==> config.mk <==
export PLATFORM = sky130hd
export DESIGN_NAME = axi_core_arbiter
export DESIGN_NICKNAME = d
export VERILOG_FILES = /design/src/rtl/axi_core_arbiter.sv
export SDC_FILE = /design/constraint.sdc
export NUM_CORES = 1
export LEC_CHECK = 0
export CORE_AREA = 8 8 201 203
export CTS_BUF_LIST = sky130_fd_sc_hd__clkbuf_16
export DETAILED_ROUTE_END_ITERATION = 7
export DIE_AREA = 0 0 209 211
export PLACE_DENSITY = 0.38
export SKIP_LAST_GASP = 1
export SYNTH_ARGS = -nofsm -noshare
export SYNTH_HDL_FRONTEND = slang
export SYNTH_SLANG_ARGS = --single-unit
==> constraint.sdc <==
create_clock -name i_aclk -period 1.19 [get_ports i_aclk]
set_input_delay 0.1785 -clock i_aclk [delete_from_list [all_inputs] [get_ports i_aclk]]
set_output_delay 0.1785 -clock i_aclk [all_outputs]
set_load 0.005 [all_outputs]
==> src/rtl/axi_core_arbiter.sv <==
// N-master AXI4 arbiter: independent read and write FSMs share one downstream port.
// Forwarded channels are combinational muxes selected by the registered grant.
module axi_core_arbiter #(
  parameter int NUM_MASTERS = 2,
  parameter int ARB_MODE    = 0,
  parameter int ADDR_SIZE   = 32,
  parameter int ID_WIDTH    = 4,
  parameter int DATA_WIDTH  = 32
) (
  input  logic                                   i_aclk,
  input  logic                                   i_areset_n,
  // upstream read address / data
  input  logic [NUM_MASTERS-1:0]                 s_axi_arvalid,
  output logic [NUM_MASTERS-1:0]                 s_axi_arready,
  input  logic [NUM_MASTERS-1:0][ID_WIDTH-1:0]   s_axi_arid,
  input  logic [NUM_MASTERS-1:0][ADDR_SIZE-1:0]  s_axi_araddr,
  input  logic [NUM_MASTERS-1:0][7:0]            s_axi_arlen,
  input  logic [NUM_MASTERS-1:0][2:0]            s_axi_arsize,
  input  logic [NUM_MASTERS-1:0][1:0]            s_axi_arburst,
  output logic [NUM_MASTERS-1:0]                 s_axi_rvalid,
  input  logic [NUM_MASTERS-1:0]                 s_axi_rready,
  output logic [ID_WIDTH-1:0]                    s_axi_rid,
  output logic [DATA_WIDTH-1:0]                  s_axi_rdata,
  output logic [1:0]                             s_axi_rresp,
  output logic                                   s_axi_rlast,
  // upstream write address / data / response
  input  logic [NUM_MASTERS-1:0]                 s_axi_awvalid,
  output logic [NUM_MASTERS-1:0]                 s_axi_awready,
  input  logic [NUM_MASTERS-1:0][ID_WIDTH-1:0]   s_axi_awid,
  input  logic [NUM_MASTERS-1:0][ADDR_SIZE-1:0]  s_axi_awaddr,
  input  logic [NUM_MASTERS-1:0][7:0]            s_axi_awlen,
  input  logic [NUM_MASTERS-1:0][2:0]            s_axi_awsize,
  input  logic [NUM_MASTERS-1:0][1:0]            s_axi_awburst,
  input  logic [NUM_MASTERS-1:0]                 s_axi_wvalid,
  output logic [NUM_MASTERS-1:0]                 s_axi_wready,
  input  logic [NUM_MASTERS-1:0][DATA_WIDTH-1:0] s_axi_wdata,
  input  logic [NUM_MASTERS-1:0][DATA_WIDTH/8-1:0] s_axi_wstrb,
  input  logic [NUM_MASTERS-1:0]                 s_axi_wlast,
  output logic [NUM_MASTERS-1:0]                 s_axi_bvalid,
  input  logic [NUM_MASTERS-1:0]                 s_axi_bready,
  output logic [ID_WIDTH-1:0]                    s_axi_bid,
  output logic [1:0]                             s_axi_bresp,
  // downstream port
  output logic                                   m_axi_arvalid,
  input  logic                                   m_axi_arready,
  output logic [ID_WIDTH-1:0]                    m_axi_arid,
  output logic [ADDR_SIZE-1:0]                   m_axi_araddr,
  output logic [7:0]                             m_axi_arlen,
  output logic [2:0]                             m_axi_arsize,
  output logic [1:0]                             m_axi_arburst,
  input  logic                                   m_axi_rvalid,
  output logic                                   m_axi_rready,
  input  logic [ID_WIDTH-1:0]                    m_axi_rid,
  input  logic [DATA_WIDTH-1:0]                  m_axi_rdata,
  input  logic [1:0]                             m_axi_rresp,
  input  logic                                   m_axi_rlast,
  output logic                                   m_axi_awvalid,
  input  logic                                   m_axi_awready,
  output logic [ID_WIDTH-1:0]                    m_axi_awid,
  output logic [ADDR_SIZE-1:0]                   m_axi_awaddr,
  output logic [7:0]                             m_axi_awlen,
  output logic [2:0]                             m_axi_awsize,
  output logic [1:0]                             m_axi_awburst,
  output logic                                   m_axi_wvalid,
  input  logic                                   m_axi_wready,
  output logic [DATA_WIDTH-1:0]                  m_axi_wdata,
  output logic [DATA_WIDTH/8-1:0]                m_axi_wstrb,
  output logic                                   m_axi_wlast,
  input  logic                                   m_axi_bvalid,
  output logic                                   m_axi_bready,
  input  logic [ID_WIDTH-1:0]                    m_axi_bid,
  input  logic [1:0]                             m_axi_bresp,
  // status
  output logic [NUM_MASTERS-1:0]                 o_rd_grant,
  output logic [NUM_MASTERS-1:0]                 o_wr_grant,
  output logic                                   o_rd_busy,
  output logic                                   o_wr_busy
);

  localparam int IDX_W = $clog2(NUM_MASTERS);

  typedef enum logic [1:0] {RD_IDLE, RD_ADDR, RD_DATA} rd_state_t;
  typedef enum logic [1:0] {WR_IDLE, WR_ADDR, WR_DATA, WR_RESP} wr_state_t;

  rd_state_t rd_state, rd_state_nx;
  wr_state_t wr_state, wr_state_nx;
  logic [IDX_W-1:0] rd_idx, wr_idx, rd_ptr, wr_ptr, rd_win, wr_win;

  // Fixed priority scans from 0; round-robin scans from the pointer with wrap.
  function automatic logic [IDX_W-1:0] pick(input logic [NUM_MASTERS-1:0] req,
                                            input logic [IDX_W-1:0] ptr);
    logic [IDX_W-1:0] win;
    logic             found;
    int               idx;
    win   = '0;
    found = 1'b0;
    for (int i = 0; i < NUM_MASTERS; i++) begin
      idx = (ARB_MODE == 1) ? i : int'(ptr) + i;
      if (idx >= NUM_MASTERS) idx = idx - NUM_MASTERS;
      if (!found && req[idx]) begin
        win   = IDX_W'(idx);
        found = 1'b1;
      end
    end
    return win;
  endfunction

  function automatic logic [IDX_W-1:0] next_ptr(input logic [IDX_W-1:0] idx);
    return (int'(idx) == NUM_MASTERS - 1) ? '0 : idx + IDX_W'(1);
  endfunction

  assign rd_win = pick(s_axi_arvalid, rd_ptr);
  assign wr_win = pick(s_axi_awvalid, wr_ptr);

  // ---------------- read direction ----------------
  // NOTE: sequential state uses non-blocking assignments so every register samples pre-edge values.
  always_ff @(posedge i_aclk or negedge i_areset_n) begin
    if (!i_areset_n) begin
      rd_state   <= RD_IDLE;
      rd_idx     <= '0;
      rd_ptr     <= '0;
      o_rd_grant <= '0;
    end else begin
      rd_state <= rd_state_nx;
      if (rd_state == RD_IDLE && |s_axi_arvalid) begin
        rd_idx     <= rd_win;
        o_rd_grant <= NUM_MASTERS'(1) << rd_win;
      end else if (rd_state == RD_DATA && rd_state_nx == RD_IDLE) begin
        o_rd_grant <= '0;
        rd_ptr     <= next_ptr(rd_idx);
      end
    end
  end

  always_comb begin
    rd_state_nx = rd_state;
    case (rd_state)
      RD_IDLE: if (|s_axi_arvalid) rd_state_nx = RD_ADDR;
      RD_ADDR: if (m_axi_arvalid && m_axi_arready) rd_state_nx = RD_DATA;
      RD_DATA: if (m_axi_rvalid && m_axi_rready && m_axi_rlast) rd_state_nx = RD_IDLE;
      default: rd_state_nx = RD_IDLE;
    endcase
  end

  always_comb begin
    // NOTE: defaults first on every output so no branch leaves a value held (no latch).
    s_axi_arready = '0;
    s_axi_rvalid  = '0;
    m_axi_arvalid = 1'b0;
    m_axi_rready  = 1'b0;
    case (rd_state)
      RD_ADDR: begin
        m_axi_arvalid         = s_axi_arvalid[rd_idx];
        s_axi_arready[rd_idx] = m_axi_arready;
      end
      RD_DATA: begin
        m_axi_rready         = s_axi_rready[rd_idx];
        s_axi_rvalid[rd_idx] = m_axi_rvalid;
      end
      default: ;
    endcase
  end

  assign o_rd_busy     = (rd_state != RD_IDLE);
  assign m_axi_arid    = s_axi_arid[rd_idx];
  assign m_axi_araddr  = s_axi_araddr[rd_idx];
  assign m_axi_arlen   = s_axi_arlen[rd_idx];
  assign m_axi_arsize  = s_axi_arsize[rd_idx];
  assign m_axi_arburst = s_axi_arburst[rd_idx];
  // R payload is broadcast; only the granted master sees rvalid.
  assign s_axi_rid     = m_axi_rid;
  assign s_axi_rdata   = m_axi_rdata;
  assign s_axi_rresp   = m_axi_rresp;
  assign s_axi_rlast   = m_axi_rlast;

  // ---------------- write direction ----------------
  always_ff @(posedge i_aclk or negedge i_areset_n) begin
    if (!i_areset_n) begin
      wr_state   <= WR_IDLE;
      wr_idx     <= '0;
      wr_ptr     <= '0;
      o_wr_grant <= '0;
    end else begin
      wr_state <= wr_state_nx;
      if (wr_state == WR_IDLE && |s_axi_awvalid) begin
        wr_idx     <= wr_win;
        o_wr_grant <= NUM_MASTERS'(1) << wr_win;
      end else if (wr_state == WR_RESP && wr_state_nx == WR_IDLE) begin
        o_wr_grant <= '0;
        wr_ptr     <= next_ptr(wr_idx);
      end
    end
  end

  always_comb begin
    wr_state_nx = wr_state;
    case (wr_state)
      WR_IDLE: if (|s_axi_awvalid) wr_state_nx = WR_ADDR;
      WR_ADDR: if (m_axi_awvalid && m_axi_awready) wr_state_nx = WR_DATA;
      WR_DATA: if (m_axi_wvalid && m_axi_wready && m_axi_wlast) wr_state_nx = WR_RESP;
      WR_RESP: if (m_axi_bvalid && m_axi_bready) wr_state_nx = WR_IDLE;
      default: wr_state_nx = WR_IDLE;
    endcase
  end

  always_comb begin
    s_axi_awready = '0;
    s_axi_wready  = '0;
    s_axi_bvalid  = '0;
    m_axi_awvalid = 1'b0;
    m_axi_wvalid  = 1'b0;
    m_axi_bready  = 1'b0;
    case (wr_state)
      WR_ADDR: begin
        m_axi_awvalid         = s_axi_awvalid[wr_idx];
        s_axi_awready[wr_idx] = m_axi_awready;
      end
      WR_DATA: begin
        m_axi_wvalid         = s_axi_wvalid[wr_idx];
        s_axi_wready[wr_idx] = m_axi_wready;
      end
      WR_RESP: begin
        m_axi_bready         = s_axi_bready[wr_idx];
        s_axi_bvalid[wr_idx] = m_axi_bvalid;
      end
      default: ;
    endcase
  end

  assign o_wr_busy     = (wr_state != WR_IDLE);
  assign m_axi_awid    = s_axi_awid[wr_idx];
  assign m_axi_awaddr  = s_axi_awaddr[wr_idx];
  assign m_axi_awlen   = s_axi_awlen[wr_idx];
  assign m_axi_awsize  = s_axi_awsize[wr_idx];
  assign m_axi_awburst = s_axi_awburst[wr_idx];
  assign m_axi_wdata   = s_axi_wdata[wr_idx];
  assign m_axi_wstrb   = s_axi_wstrb[wr_idx];
  assign m_axi_wlast   = s_axi_wlast[wr_idx];
  assign s_axi_bid     = m_axi_bid;
  assign s_axi_bresp   = m_axi_bresp;

endmodule

==> qor.txt <==
Status - finished with violations
Violated checks - setup timing
Worst-path clk slew - 0.04 ns
Port bufs - 444
Top Ports - 533
First-pass GRT wire length - 31770 um
CP delay by family, top - buffers and inverters
Tmin final - 1.848 ns
Post-route cell area - 8990 sq um
VDD IR max - 0.0006150 V
DRT Pass-1 Iters - 4
Leak - 3.847 nW
Crit path buffers/inverters - 5
DP HPWL - 18900 um
Synthesized cell area - 2723 sq um
Vias in the first global route - 4696
GRT Overall Usage - 9.547%
ANT nets after route - 0
Relative slew slack - 62.16%
CP Data Arrival Time - 1.67 ns
Max Clk Rate - 541.2 MHz
Most frequent CP cell - buf_12
GRT overflow - 0
Via count - 4115
Yosys top cell area share - 56.25%
Core area - 37130 sq um
Worst Setup Start Kind - register
Largest net degree at the start of global routing - 13
Area delta synth->final - 230.2%
Final Hold Fails - 0
RSZ-0062 raised after global routing - true
Final worst slack - -0.6579 ns
YS warnings - 0
Max-Cap Viols - 0
CP peak stage delay - 0.51 ns
Final WL - 22800 um
Longest Clk Path Bufs - 2
Layout cells sized above 1 - 55.81%
WL/cell - 18.27 um
Clock sinks - 12
Worst skew pair latency - 0.24 ns
Ant. Diodes - 0
Final net count - 1108
Initial antenna violation count - 0
Crit path cell chain - buf_12 > buf_12 > buf_16 > buf_8 > mux2_2 > buf_6
Sequential cell area fraction in the yosys report - 11.03%
Row cnt - 71
Crit Path Max Fanout - 5
Initial Util - 7.332%
H-tree depth - 1
Cells after Synth - 278
DR iter-0 viols - 82
Root buffer cell - clkbuf_16
Crit path max-delay cell type - dfrtp_4
DIE WIDTH - 209 um
Slew Viols, Final - 0
Fin Setup TNS - -80.09 ns
Synth area leaders - mux2_2 (56%), buf_4 (14%), dfrtp_1 (11%)
Clock Skew - 0.0002846 ns
Min Hold Slack - 0.2474 ns
Commonest non-fill, non-tap cell in the layout - clkdlybuf4s50_1
Dpl ws - -0.6356 ns
WS Path Type - reg -> out
Fin crit share - 155.3%
Worst setup EP type - output pin
Worst Hold Class - in -> async
Hold-fix buffers at CTS - 0
Flops & latches, synth - 12
Tot Pwr - 15.11 mW
Post-layout util - 24.21%
Die H - 211 um
Yosys cell types - 28
Non-Filler Instances - 1248
RePlAce Congestion - 0.7460
Most frequent cells in the layout - clkdlybuf4s50_1 (287), buf_6 (140), mux2_2 (89), mux2_4 (48), buf_2 (45)
P per Cell Area - 1681 nW/um^2
Vias/cell - 3.297
# DRC - 0
Final count of negative-setup-slack endpoints - 162
CP required - 1.01 ns
Syn_area_per_cell - 9.794 sq um
Die area - 44100 sq um
Post-synth top area cell - mux2_2
CTS buffer count - 3
Tightest Pin Transition - 0.5533 ns
Area of placed instances - 7651 sq um
Syn nets - 610
CTS tree - built
Placed insts - 1174
## per-layer routing
| metal | track usage, % | part of all wire (%) |
|---|---|---|
| met5 | 0 | 0 |
| met4 | 2.163 | 1.7 |
| met3 | 4.110 | 9.8 |
| met2 | 18.02 | 52 |
| met1 | 9.609 | 36 |
## final cells by class
cell class / instances / area (sq um)
Timing Repair Buffer: 556 / 5752
Fill cell: 4017 / 28140
Sequential cell: 12 / 305.3
Clock buffer: 3 / 75.07
Multi-Input combinational cell: 197 / 2237
Inverter: 6 / 27.53
Tap cell: 474 / 593.1
## report_power, final
| group | switching [mW] | internal (mW) |
|---|---|---|
| clock | 0.170 | 0.437 |
| sequential | 0.208 | 0.628 |
| combinational | 4.53 | 9.14 |
## final timing paths
check | startpoint | endpoint | slack, ns | depth (start not counted)
setup reg to reg | wr_idx | wr_ptr | -0.65 | 8
min in group i_aclk | m_axi_bresp[0] | s_axi_bresp[0] | 0.36 | 0
hold / removal | i_areset_n | rd_state[0] | 0.25 | 2
hold reg to reg | o_rd_grant[1] | o_rd_grant[1] | 0.52 | 1
max in group asynchronous | i_areset_n | wr_idx | 0.76 | 2
setup / recovery | wr_idx | m_axi_awaddr[5] | -0.66 | 6
## Yosys cell counts, drive strengths merged
| cell | instances |
|---|---|
| inv | 6 |
| a2111oi | 1 |
| a31o | 2 |
| nor2b | 5 |
| nor3 | 1 |
| a21boi | 1 |
| mux2i | 5 |
| nand3b | 3 |
| o21ai | 5 |
| and2b | 1 |
| nand3 | 3 |
| nand4b | 1 |
| or3b | 1 |
| dfrtp | 12 |
| buf | 63 |
| nand2b | 2 |
| mux2 | 137 |
| o211a | 2 |
| nor2 | 14 |
| and3 | 2 |
| a21o | 2 |
| o221ai | 1 |
| o32ai | 1 |
| nand2 | 7 |
## state kept, by name, summed over array words and instances (netlist names)
register    flops
rd_idx          1
wr_ptr          1
wr_state        2
wr_idx          1
rd_ptr          1
rd_state        2
o_wr_grant      2
o_rd_grant      2
## kinds of logic (layout without fill, tap and decap cells)
| family | after synthesis | count (layout) | synth area share, % |
|---|---|---|---|
| muxes | 142 | 142 | 59.10 |
| and+or+nand+nor | 40 | 40 | 7.996 |
| AOI/OAI and AO/OA | 15 | 15 | 4.090 |
| DFF | 12 | 12 | 11.03 |
| buffers and inverters | 69 | 565 | 17.78 |
## timing repair
action / in CTS / in global routing
cloned: 11 / 1
pin swaps: 12 / 9
gates resized for setup: 748 / 134
setup buffers: 58 / 13
endpoints found under the hold margin: 0 / 0
endpoints found under the setup margin: 169 / 164
(Power assumes the default switching activity.)
